$ cat src/rtl/inst_encoder_if.sv
// Handshake bundle for inst_encoder: decoded field set in, encoded word and address out.
interface inst_encoder_if #(
    parameter int unsigned ADDR_W = 32
);
    logic              in_valid;
    logic              in_ready;
    logic [1:0]        fmt;
    logic [6:0]        opcode;
    logic [4:0]        rd;
    logic [4:0]        rs1;
    logic [4:0]        rs2;
    logic [2:0]        funct3;
    logic [6:0]        funct7;
    logic [31:0]       imm;
    logic              out_valid;
    logic              out_ready;
    logic [31:0]       out_inst;
    logic [ADDR_W-1:0] out_addr;
    logic              range_err;
    logic              fmt_err;

    modport master (
        output in_valid, fmt, opcode, rd, rs1, rs2, funct3, funct7, imm, out_ready,
        input  in_ready, out_valid, out_inst, out_addr, range_err, fmt_err
    );

    modport slave (
        input  in_valid, fmt, opcode, rd, rs1, rs2, funct3, funct7, imm, out_ready,
        output in_ready, out_valid, out_inst, out_addr, range_err, fmt_err
    );
endinterface

$ cat src/rtl/inst_encoder.sv
// Packs decoded R/I/S fields into RV32I instruction words, buffers them in a
// 2-entry FIFO and tags each popped word with a sequential byte address.
module inst_encoder #(
    parameter int unsigned       ADDR_W    = 32,
    parameter logic [ADDR_W-1:0] BASE_ADDR = '0
) (
    input  logic          clk,
    input  logic          rst,
    inst_encoder_if.slave bus
);
    localparam int unsigned DEPTH   = 2;
    localparam logic [1:0]  FMT_R   = 2'b00;
    localparam logic [1:0]  FMT_I   = 2'b01;
    localparam logic [1:0]  FMT_S   = 2'b10;
    localparam logic [1:0]  FMT_RSV = 2'b11;

    logic [31:0]       mem [DEPTH];
    logic              wr_ptr;
    logic              rd_ptr;
    logic [1:0]        occ;
    logic [ADDR_W-1:0] addr;
    logic              accept;
    logic              push;
    logic              pop;
    logic              imm_ovf;
    logic              has_imm;
    logic [31:0]       enc_word;

    // Ready depends only on registered occupancy, so a full buffer never pops and pushes together.
    assign bus.in_ready  = (occ != 2'(DEPTH));
    assign bus.out_valid = (occ != 2'd0);
    assign bus.out_inst  = mem[rd_ptr];
    assign bus.out_addr  = addr;

    assign accept  = bus.in_valid && bus.in_ready;
    assign push    = accept && (bus.fmt != FMT_RSV);
    assign pop     = bus.out_valid && bus.out_ready;
    assign has_imm = (bus.fmt == FMT_I) || (bus.fmt == FMT_S);
    // Immediate fits in 12 signed bits only when bits 31..11 are a pure sign extension.
    assign imm_ovf = !((&bus.imm[31:11]) || !(|bus.imm[31:11]));

    always_comb begin
        enc_word = 32'h0;
        case (bus.fmt)
            FMT_R:   enc_word = {bus.funct7, bus.rs2, bus.rs1, bus.funct3, bus.rd, bus.opcode};
            FMT_I:   enc_word = {bus.imm[11:0], bus.rs1, bus.funct3, bus.rd, bus.opcode};
            FMT_S:   enc_word = {bus.imm[11:5], bus.rs2, bus.rs1, bus.funct3, bus.imm[4:0], bus.opcode};
            default: enc_word = 32'h0;
        endcase
    end

    always_ff @(posedge clk) begin
        if (rst) begin
            mem[0]        <= 32'h0;
            mem[1]        <= 32'h0;
            wr_ptr        <= 1'b0;
            rd_ptr        <= 1'b0;
            occ           <= 2'd0;
            addr          <= BASE_ADDR;
            bus.range_err <= 1'b0;
            bus.fmt_err   <= 1'b0;
        end else begin
            if (push) begin
                mem[wr_ptr] <= enc_word;
                wr_ptr      <= ~wr_ptr;
            end
            // The address is consumed at pop time, so dropped reserved entries never leave a gap.
            if (pop) begin
                rd_ptr <= ~rd_ptr;
                addr   <= addr + ADDR_W'(4);
            end
            occ           <= occ + 2'(push) - 2'(pop);
            bus.range_err <= accept && has_imm && imm_ovf;
            bus.fmt_err   <= accept && (bus.fmt == FMT_RSV);
        end
    end
endmodule

$ cat src/flat_wrapper.sv
// flat-port wrapper written by rule: the top's interface ports become plain ports
module inst_encoder_flat 
#(
    parameter int unsigned       ADDR_W    = 32,
    parameter logic [ADDR_W-1:0] BASE_ADDR = '0
)
  (clk, rst, bus_in_valid, bus_fmt, bus_opcode, bus_rd, bus_rs1, bus_rs2, bus_funct3, bus_funct7, bus_imm, bus_out_ready, bus_in_ready, bus_out_valid, bus_out_inst, bus_out_addr, bus_range_err, bus_fmt_err);
  inst_encoder_if #(.ADDR_W(ADDR_W)) bus_i ();
  input  logic clk;
  input  logic rst;
  input wire logic [$bits(bus_i.in_valid)-1:0] bus_in_valid;
  input wire logic [$bits(bus_i.fmt)-1:0] bus_fmt;
  input wire logic [$bits(bus_i.opcode)-1:0] bus_opcode;
  input wire logic [$bits(bus_i.rd)-1:0] bus_rd;
  input wire logic [$bits(bus_i.rs1)-1:0] bus_rs1;
  input wire logic [$bits(bus_i.rs2)-1:0] bus_rs2;
  input wire logic [$bits(bus_i.funct3)-1:0] bus_funct3;
  input wire logic [$bits(bus_i.funct7)-1:0] bus_funct7;
  input wire logic [$bits(bus_i.imm)-1:0] bus_imm;
  input wire logic [$bits(bus_i.out_ready)-1:0] bus_out_ready;
  output wire logic [$bits(bus_i.in_ready)-1:0] bus_in_ready;
  output wire logic [$bits(bus_i.out_valid)-1:0] bus_out_valid;
  output wire logic [$bits(bus_i.out_inst)-1:0] bus_out_inst;
  output wire logic [$bits(bus_i.out_addr)-1:0] bus_out_addr;
  output wire logic [$bits(bus_i.range_err)-1:0] bus_range_err;
  output wire logic [$bits(bus_i.fmt_err)-1:0] bus_fmt_err;
  assign bus_i.in_valid = bus_in_valid;
  assign bus_i.fmt = bus_fmt;
  assign bus_i.opcode = bus_opcode;
  assign bus_i.rd = bus_rd;
  assign bus_i.rs1 = bus_rs1;
  assign bus_i.rs2 = bus_rs2;
  assign bus_i.funct3 = bus_funct3;
  assign bus_i.funct7 = bus_funct7;
  assign bus_i.imm = bus_imm;
  assign bus_i.out_ready = bus_out_ready;
  assign bus_in_ready = bus_i.in_ready;
  assign bus_out_valid = bus_i.out_valid;
  assign bus_out_inst = bus_i.out_inst;
  assign bus_out_addr = bus_i.out_addr;
  assign bus_range_err = bus_i.range_err;
  assign bus_fmt_err = bus_i.fmt_err;
  inst_encoder #(.ADDR_W(ADDR_W), .BASE_ADDR(BASE_ADDR)) u_core (.clk(clk), .rst(rst), .bus(bus_i));
endmodule
$ cat config.mk
export PLATFORM = sky130hd
export DESIGN_NAME = inst_encoder_flat
export DESIGN_NICKNAME = d
export VERILOG_FILES = /design/src/rtl/inst_encoder_if.sv /design/src/rtl/inst_encoder.sv /design/src/flat_wrapper.sv
export SDC_FILE = /design/constraint.sdc
export NUM_CORES = 1
export LEC_CHECK = 0
export CORE_AREA = 2 2 93 112
export DETAILED_ROUTE_END_ITERATION = 10
export DIE_AREA = 0 0 95 114
export DONT_BUFFER_PORTS = 1
export GPL_TIMING_DRIVEN = 0
export SYNTH_ARGS = -nofsm -noshare
export SYNTH_HDL_FRONTEND = slang
export SYNTH_SLANG_ARGS = --single-unit
$ cat constraint.sdc
create_clock -name clk -period 4.39 [get_ports clk]
set_clock_uncertainty 0.15 [all_clocks]
set_input_delay 0.2195 -clock clk [delete_from_list [all_inputs] [get_ports clk]]
set_output_delay 0.2195 -clock clk [all_outputs]
set_load 0.05 [all_outputs]
==> results of run 1 <==
-- registers in the layout (all words and copies together) (netlist names), named ones only --
name / flops
u_core.rd_ptr: 1
u_core.occ: 2
u_core.bus.fmt_err: 1
u_core.bus.out_addr: 30
u_core.bus.range_err: 1
u_core.mem: 64
u_core.wr_ptr: 1
-- per-layer routing --
layer / share of wire [%] / vias up / global-route usage, %
met5: 0 / - / 0
met4: 1.6 / 0 / 7.729
met3: 6.1 / 16 / 5.746
met2: 54 / 95 / 37.26
met1: 38 / 1678 / 23.21
li1: - / 1666 / -
-- cells by family (layout without fill, tap and decap cells) --
kind of cell | Yosys count | after routing | share of synthesized area (%)
flops | 101 | 101 | 55.91
buf+inv | 33 | 79 | 3.232
compound gates | 52 | 52 | 7.120
simple gates | 180 | 180 | 20.97
xor+xnor | 14 | 14 | 2.575
other cells | 1 | 2 | 0.07875
fa+ha+maj | 7 | 7 | 1.839
mux | 35 | 35 | 8.276
-- cell type report --
cell class / instances / area, um2 / area share, %
clock buffer: 12 / 236.5 / 4.291
inverter: 9 / 33.78 / 0.6129
tap: 126 / 157.7 / 2.860
timing repair buffer: 31 / 310.3 / 5.630
buffer: 24 / 120.1 / 2.179
sequential: 101 / 2663 / 48.31
clock inverter: 3 / 37.54 / 0.6810
multi-input combinational: 290 / 1953 / 35.44
-- worst paths after layout --
| path | endpoint | slack [ps] | cells after the start |
|---|---|---|---|
| setup reg to reg | u_core.mem[1][12]$_SDFFCE_PN0P_ | 1180 | 4 |
| hold reg to reg | u_core.rd_ptr$_SDFFE_PP0P_ | 370 | 2 |
| setup / recovery | u_core.mem[1][12]$_SDFFCE_PN0P_ | 1180 | 4 |
| hold / removal | u_core.bus.fmt_err$_SDFF_PP0_ | 10 | 2 |
-- cells in the final DEF, fill, tap and decap left out, types with 2 or more instances in the layout --
cell,instances
xor2_1,6
or2_2,4
clkbuf_1,19
and3_1,27
ha_1,7
buf_1,3
conb_1,2
a21oi_1,17
clkinv_1,2
and3_2,2
nand3_1,9
or4_1,14
nor4_1,6
or3_1,6
clkbuf_16,9
dlygate4sd3_1,31
and4_1,3
nor2_1,45
nand2_1,15
xnor2_1,8
dfxtp_1,37
o31ai_1,12
nor2b_1,5
nor3_1,15
inv_1,8
and2_1,6
a22oi_1,17
nand4_1,13
buf_4,2
mux2_2,35
o21ai_0,4
edfxtp_1,64
-- where the power goes --
group          switching, mW  internal, mW  total [mW]
registers             0.0562          1.10        1.16
clock network          0.326         0.436       0.762
logic                  0.567         0.196       0.763
total                  0.949          1.74        2.68
-- stage by stage --
stage          hold slack (ps)  instance area (um2)  total power [mW]  cells  util [%]
6_report                 10.38                 5512             2.685    596     55.90
5_1_grt                  7.529                 5512             2.780    596     55.90
4_1_cts                 0.3479                 5510             2.706    596     55.89
3_5_place_dp             272.9                 4926             1.923    550     49.96
3_3_place_gp             268.9                 4923             1.916    550     49.94
2_1_floorplan            267.7                 4766             1.821    424         -
-- repair_timing --
action	CTS	global route
hold endpoints to repair	50	0
setup endpoints to repair	0	0
gates resized for setup	0	0
hold buffers	31	0
==> flow_summary.toml, run 1 <==
[worst_setup_path]
crit_fanout = 32
start_kind = "flip-flop"
critPathKind = "reg2reg"
worstPathRequired_ps = 4200
cp-end-kind = "flip-flop"
max_stage_delay_ps = 880
critical_path.cell_chain = "or2b_1, clkbuf_1, nand4b_1, nand2b_2"
startpoint = "u_core.occ[1]$_SDFF_PP0_"
critPathSlowestCell = "nand2b_2"
rr_startpoint = "u_core.occ[1]$_SDFF_PP0_"
path_buf_inv = 1
crit_arrival_ps = 3010
cp_top_family = "simple AND/OR/NAND/NOR gates"

[finish]
fillCellCount = 895
area_growth_pct = 15.74
nets = 543
diodes = 0
drive_gt1_share_pct = 13.19

[power]
ir_drop_v = 0.0001746
p_leak_nw = 2.011
power_density_nw_per_um2 = 487.2

[detailed_routing]
vias = 3455
vias_per_cell = 5.797
ant_nets = 0
drt_drc_violations_left = 0
wl_per_cell_um = 18.82
dr.pass1.iters = 4
totalWireLength_um = 11220
drt_iter0_drc = 130

[clock_network]
cts-buffers-inserted = 9
cts_setup_buffers = 0
cts_sinks = 101
root_buffer = "clkbuf_16"
clk_latency_ps = 330
cts_tree = "yes"
htree_levels = 3
cts_buffer_depth = 2
clk_pin_slew_worst_paths_ps = 60

[yosys]
synth_area_per_cell_um2 = 11.26
synth_top_area_share_pct = 40.36
synth-seq-cells = 101
yosys.area.top_type = "edfxtp_1"
synth_edf_count = 64
synth_area_leaders = "edfxtp_1 (40%), dfxtp_1 (16%), mux2_2 (8.3%), and3_1 (3.5%), nor2_1 (3.5%)"
yosysSeqAreaShare_pct = 55.91
synth_common_cells = "edfxtp_1 (64), nor2_1 (45), dfxtp_1 (37), mux2_2 (35), and3_1 (27)"
ys_types = 45
ys.flop_type = "edfxtp_1"
synth_warnings = 0
syn_inst = 423
yosysMostFrequentCell = "edfxtp_1"
synthArstFlopShare_pct = 0
mappedNetlistArea_um2 = 4762

[timing]
hold_viol_final = 0
setup_ws_ps = 1185
fmax_mhz = 312.0
setup_viol = 0
period_minus_slack_ps = 3205
slew_headroom_pct = 22.96
worst_pin_slew_ps = 1147
fin_crit_sh_pct = 73.01
tns_ps = 0
slew_viol_final = 0
rsz0062_at_grt = "false"

[global_routing]
grt_usage_pct = 20.78
globalRouteOverflowTotal = 0
grt_pass1_wl_um = 17190
grt_max_degree = 33
antenna_found_initial = 0
grt_pass1_vias = 3447

[floorplanning]
core_area_um2 = 9859
rows = 40
start_util_pct = 48.30
die_area_um2 = 10830
die_w_um = 95
die_h_um = 114
boundaryPins = 138

[worst_hold_path]
worstHoldPathType = "in2reg"
holdCritStartpoint = "rst"

[placement]
port_buffers = 0
gp_congestion = 0.7605
hpwlAfterDp_um = 7668
pre_cts_ws_ps = 1177

[run_status]
status = "complete, no violations"

[run]
maxCapViolCount = 0
(Power assumes the default switching activity.)
==> run 2: changes to the inputs <==
--- a/config.mk
+++ b/config.mk
@@ -5,9 +5,10 @@
 export SDC_FILE = /design/constraint.sdc
 export NUM_CORES = 1
 export LEC_CHECK = 0
-export CORE_AREA = 2 2 93 112
+export ABC_AREA = 1
+export CORE_AREA = 2 2 96 116
 export DETAILED_ROUTE_END_ITERATION = 10
-export DIE_AREA = 0 0 95 114
+export DIE_AREA = 0 0 98 118
 export DONT_BUFFER_PORTS = 1
 export GPL_TIMING_DRIVEN = 0
 export SYNTH_ARGS = -nofsm -noshare
==> constraint.sdc (replaced) <==
create_clock -name clk -period 3.2 [get_ports clk]
set_clock_uncertainty 0.15 [all_clocks]
set_input_delay 0.16 -clock clk [delete_from_list [all_inputs] [get_ports clk]]
set_output_delay 0.16 -clock clk [all_outputs]
set_load 0.05 [all_outputs]
==> run 2 against run 1 <==
Utilization up 2.0 points. Synthesized cell count up 41%. Synthesized area up 7.8%. Sequential power up 34%. Worst setup slack worse by 840 ps. Sequential cell count unchanged. Hold slack worse by 6.9 ps. Routed wire length up 15%.
==> flow_summary.toml, run 2 <==
[worst_setup_path]
critPathSlowestCell = "dlygate4sd3_1"
max_stage_delay_ps = 580
start_kind = "primary input"
cp_top_family = "buffers and inverters"
cp-end-kind = "flip-flop"
path_buf_inv = 5
worstPathRequired_ps = 3280
startpoint = "bus_imm[31]"
crit_top_cell = "dlygate4sd3_1"
rr_startpoint = "u_core.occ[0]$_SDFF_PP0_"
crit_arrival_ps = 2940
critical_path.cell_chain = "dlygate4sd3_1, nor3_1, dlymetal6s4s_1, nand3_1, dlygate4sd3_1, nor3_2, dlygate4sd3_1, nor2_1, dlygate4sd3_1"
critPathKind = "in2reg"
crit_fanout = 2

[global_routing]
antenna_found_initial = 0
grt_max_degree = 19
grt_usage_pct = 22.76
grt_pass1_wl_um = 20700
grt_pass1_vias = 4196
globalRouteOverflowTotal = 0

[placement]
gp_congestion = 0.8566
placed_cell_area_um2 = 5354
hpwlAfterDp_um = 9339
port_buffers = 0
dp_cells = 728

[yosys]
synth_edf_count = 64
syn_inst = 596
yosys.area.top_type = "edfxtp_1"
synth_top_area_share_pct = 37.44
mappedNetlistArea_um2 = 5134
synth_area_leaders = "edfxtp_1 (37%), dfxtp_1 (14%), nor2_1 (9.1%), nand2_1 (8.6%), mux2_2 (6.8%)"
synthArstFlopShare_pct = 0
ys.flop_type = "edfxtp_1"
yosysSeqAreaShare_pct = 51.86
synth_common_cells = "nor2_1 (125), nand2_1 (117), inv_1 (70), edfxtp_1 (64), dfxtp_1 (37)"
synth_warnings = 0
yosysMostFrequentCell = "nor2_1"
synth_area_per_cell_um2 = 8.614
synth-seq-cells = 101
ys_types = 32

[power]
power_density_nw_per_um2 = 602.1
p_total_mw = 3.628
ir_drop_v = 0.0003647
p_leak_nw = 2.425

[detailed_routing]
vias = 4141
totalWireLength_um = 12850
drt_iter0_drc = 152
ant_nets = 0
vias_per_cell = 5.309
wl_per_cell_um = 16.47
dr.pass1.iters = 4
drt_drc_violations_left = 0

[timing]
fmax_mhz = 350.5
setup_viol = 0
slew_viol_final = 0
worst_pin_slew_ps = 697.4
hold_viol_final = 0
rsz0062_at_grt = "false"
slew_headroom_pct = 53.44
fin_crit_sh_pct = 89.15
period_minus_slack_ps = 2853

[finish]
top_register = "u_core.mem"
final_cell_mix = "nor2_1 (125), nand2_1 (115), inv_1 (70)"
largest_reg_flops = 64
diodes = 0
drive_gt1_share_pct = 13.82
nets = 723
fin_area_um2 = 6026
post-route-util_pct = 57.86
mostFrequentLayoutCell = "nor2_1"
area_growth_pct = 17.38
instances_no_fill = 780

[run]
maxCapViolCount = 0

[floorplanning]
start_util_pct = 49.30
core_area_um2 = 10410
die_area_um2 = 11560
rows = 41
die_h_um = 118
die_w_um = 98
boundaryPins = 138

[clock_network]
htree_levels = 3
cts_setup_buffers = 0
root_buffer = "clkbuf_16"
clk_latency_ps = 340
cts_buffer_depth = 2
cts-buffers-inserted = 9
clk_pin_slew_worst_paths_ps = 70
cts_tree = "yes"
cts_sinks = 101

[run_status]
status = "complete, no violations"

[worst_hold_path]
holdCritStartpoint = "bus_funct7[6]"
worstHoldPathType = "in2reg"
-- run 2: changes by cell type after synthesis, sizes merged, moves of 6 or more --
cell,previous run,this run
xnor2,8,0
o21ai,5,18
or4,15,0
nor2,45,139
inv,9,72
or3,6,0
and3,29,0
nand3,9,24
nor4,6,0
nand2,15,118
clkbuf,17,3
o31ai,12,0
a22oi,17,8
buf,6,17
-- run 2: worst register-to-register path, delay by kind of cell (launching register included) --
family | cells | cell delay [ps]
DFF | 1 | 360
buffers and inverters | 3 | 560
and+or+nand+nor | 5 | 1400
-- run 2: cell type report --
class	count	area (um2)
Buffer	20	101.3
Clock buffer	9	225.2
Clock inverter	7	73.82
Fill cell	927	4388
Inverter	72	270.3
Multi-Input combinational cell	404	2113
Sequential cell	101	2663
Tap cell	129	161.4
Timing Repair Buffer	38	417.9
-- run 2: final timing paths --
kind                                     end  slack (ps)  cells after the start
min reg2reg       u_core.rd_ptr$_SDFFE_PP0P_         300                      1
min          u_core.mem[1][31]$_SDFFCE_PN0P_           4                      2
max          u_core.bus.range_err$_SDFF_PP0_         350                      9
max reg2reg  u_core.mem[0][28]$_SDFFCE_PN0P_         440                      8
-- run 2: cells by family after synthesis --
kind of cell | Yosys count | share of synthesized area, %
XOR/XNOR | 1 | 0.1706
AO/OA/AOI/OAI | 45 | 5.143
AND/OR/NAND/NOR | 317 | 26.79
buffers and inverters | 92 | 7.238
adder cells (fa/ha/maj) | 7 | 1.706
other | 1 | 0.07305
flip-flops | 101 | 51.86
multiplexers | 32 | 7.019
-- run 2: metal layers --
metal  share of wire [%]  GRT usage (%)  vias to the layer above  wire length, um
met1                  38          24.60                     1938             4863
met5                   0              0                        -                0
met2                  54          41.99                      125             6964
met3                 5.1          4.869                       23              655
li1                    -              -                     2055                -
met4                 2.8          10.16                        0              363
-- run 2: timing repair --
item / 4_1_cts / 5_1_grt
gates resized for setup: 0 / 4
endpoints found under the setup margin: 0 / 31
hold endpoints to repair: 48 / 0
hold buffers: 36 / 0
-- run 2: where the power goes --
part | internal [mW] | switching [mW]
sequential | 1.49 | 0.0719
clock | 0.610 | 0.493
combinational | 0.240 | 0.723
total | 2.34 | 1.29
-- run 2: metrics by stage --
stage	hold slack (ps)	setup TNS (ps)	worst slack [ps]
finish	3.514	0	347.2
global route	9.255	0	218.0
CTS	0.8183	0	27.99
detailed placement	173.8	0	148.9
global placement	168.5	-5178	-129.3
floorplan	160.8	0	571.3
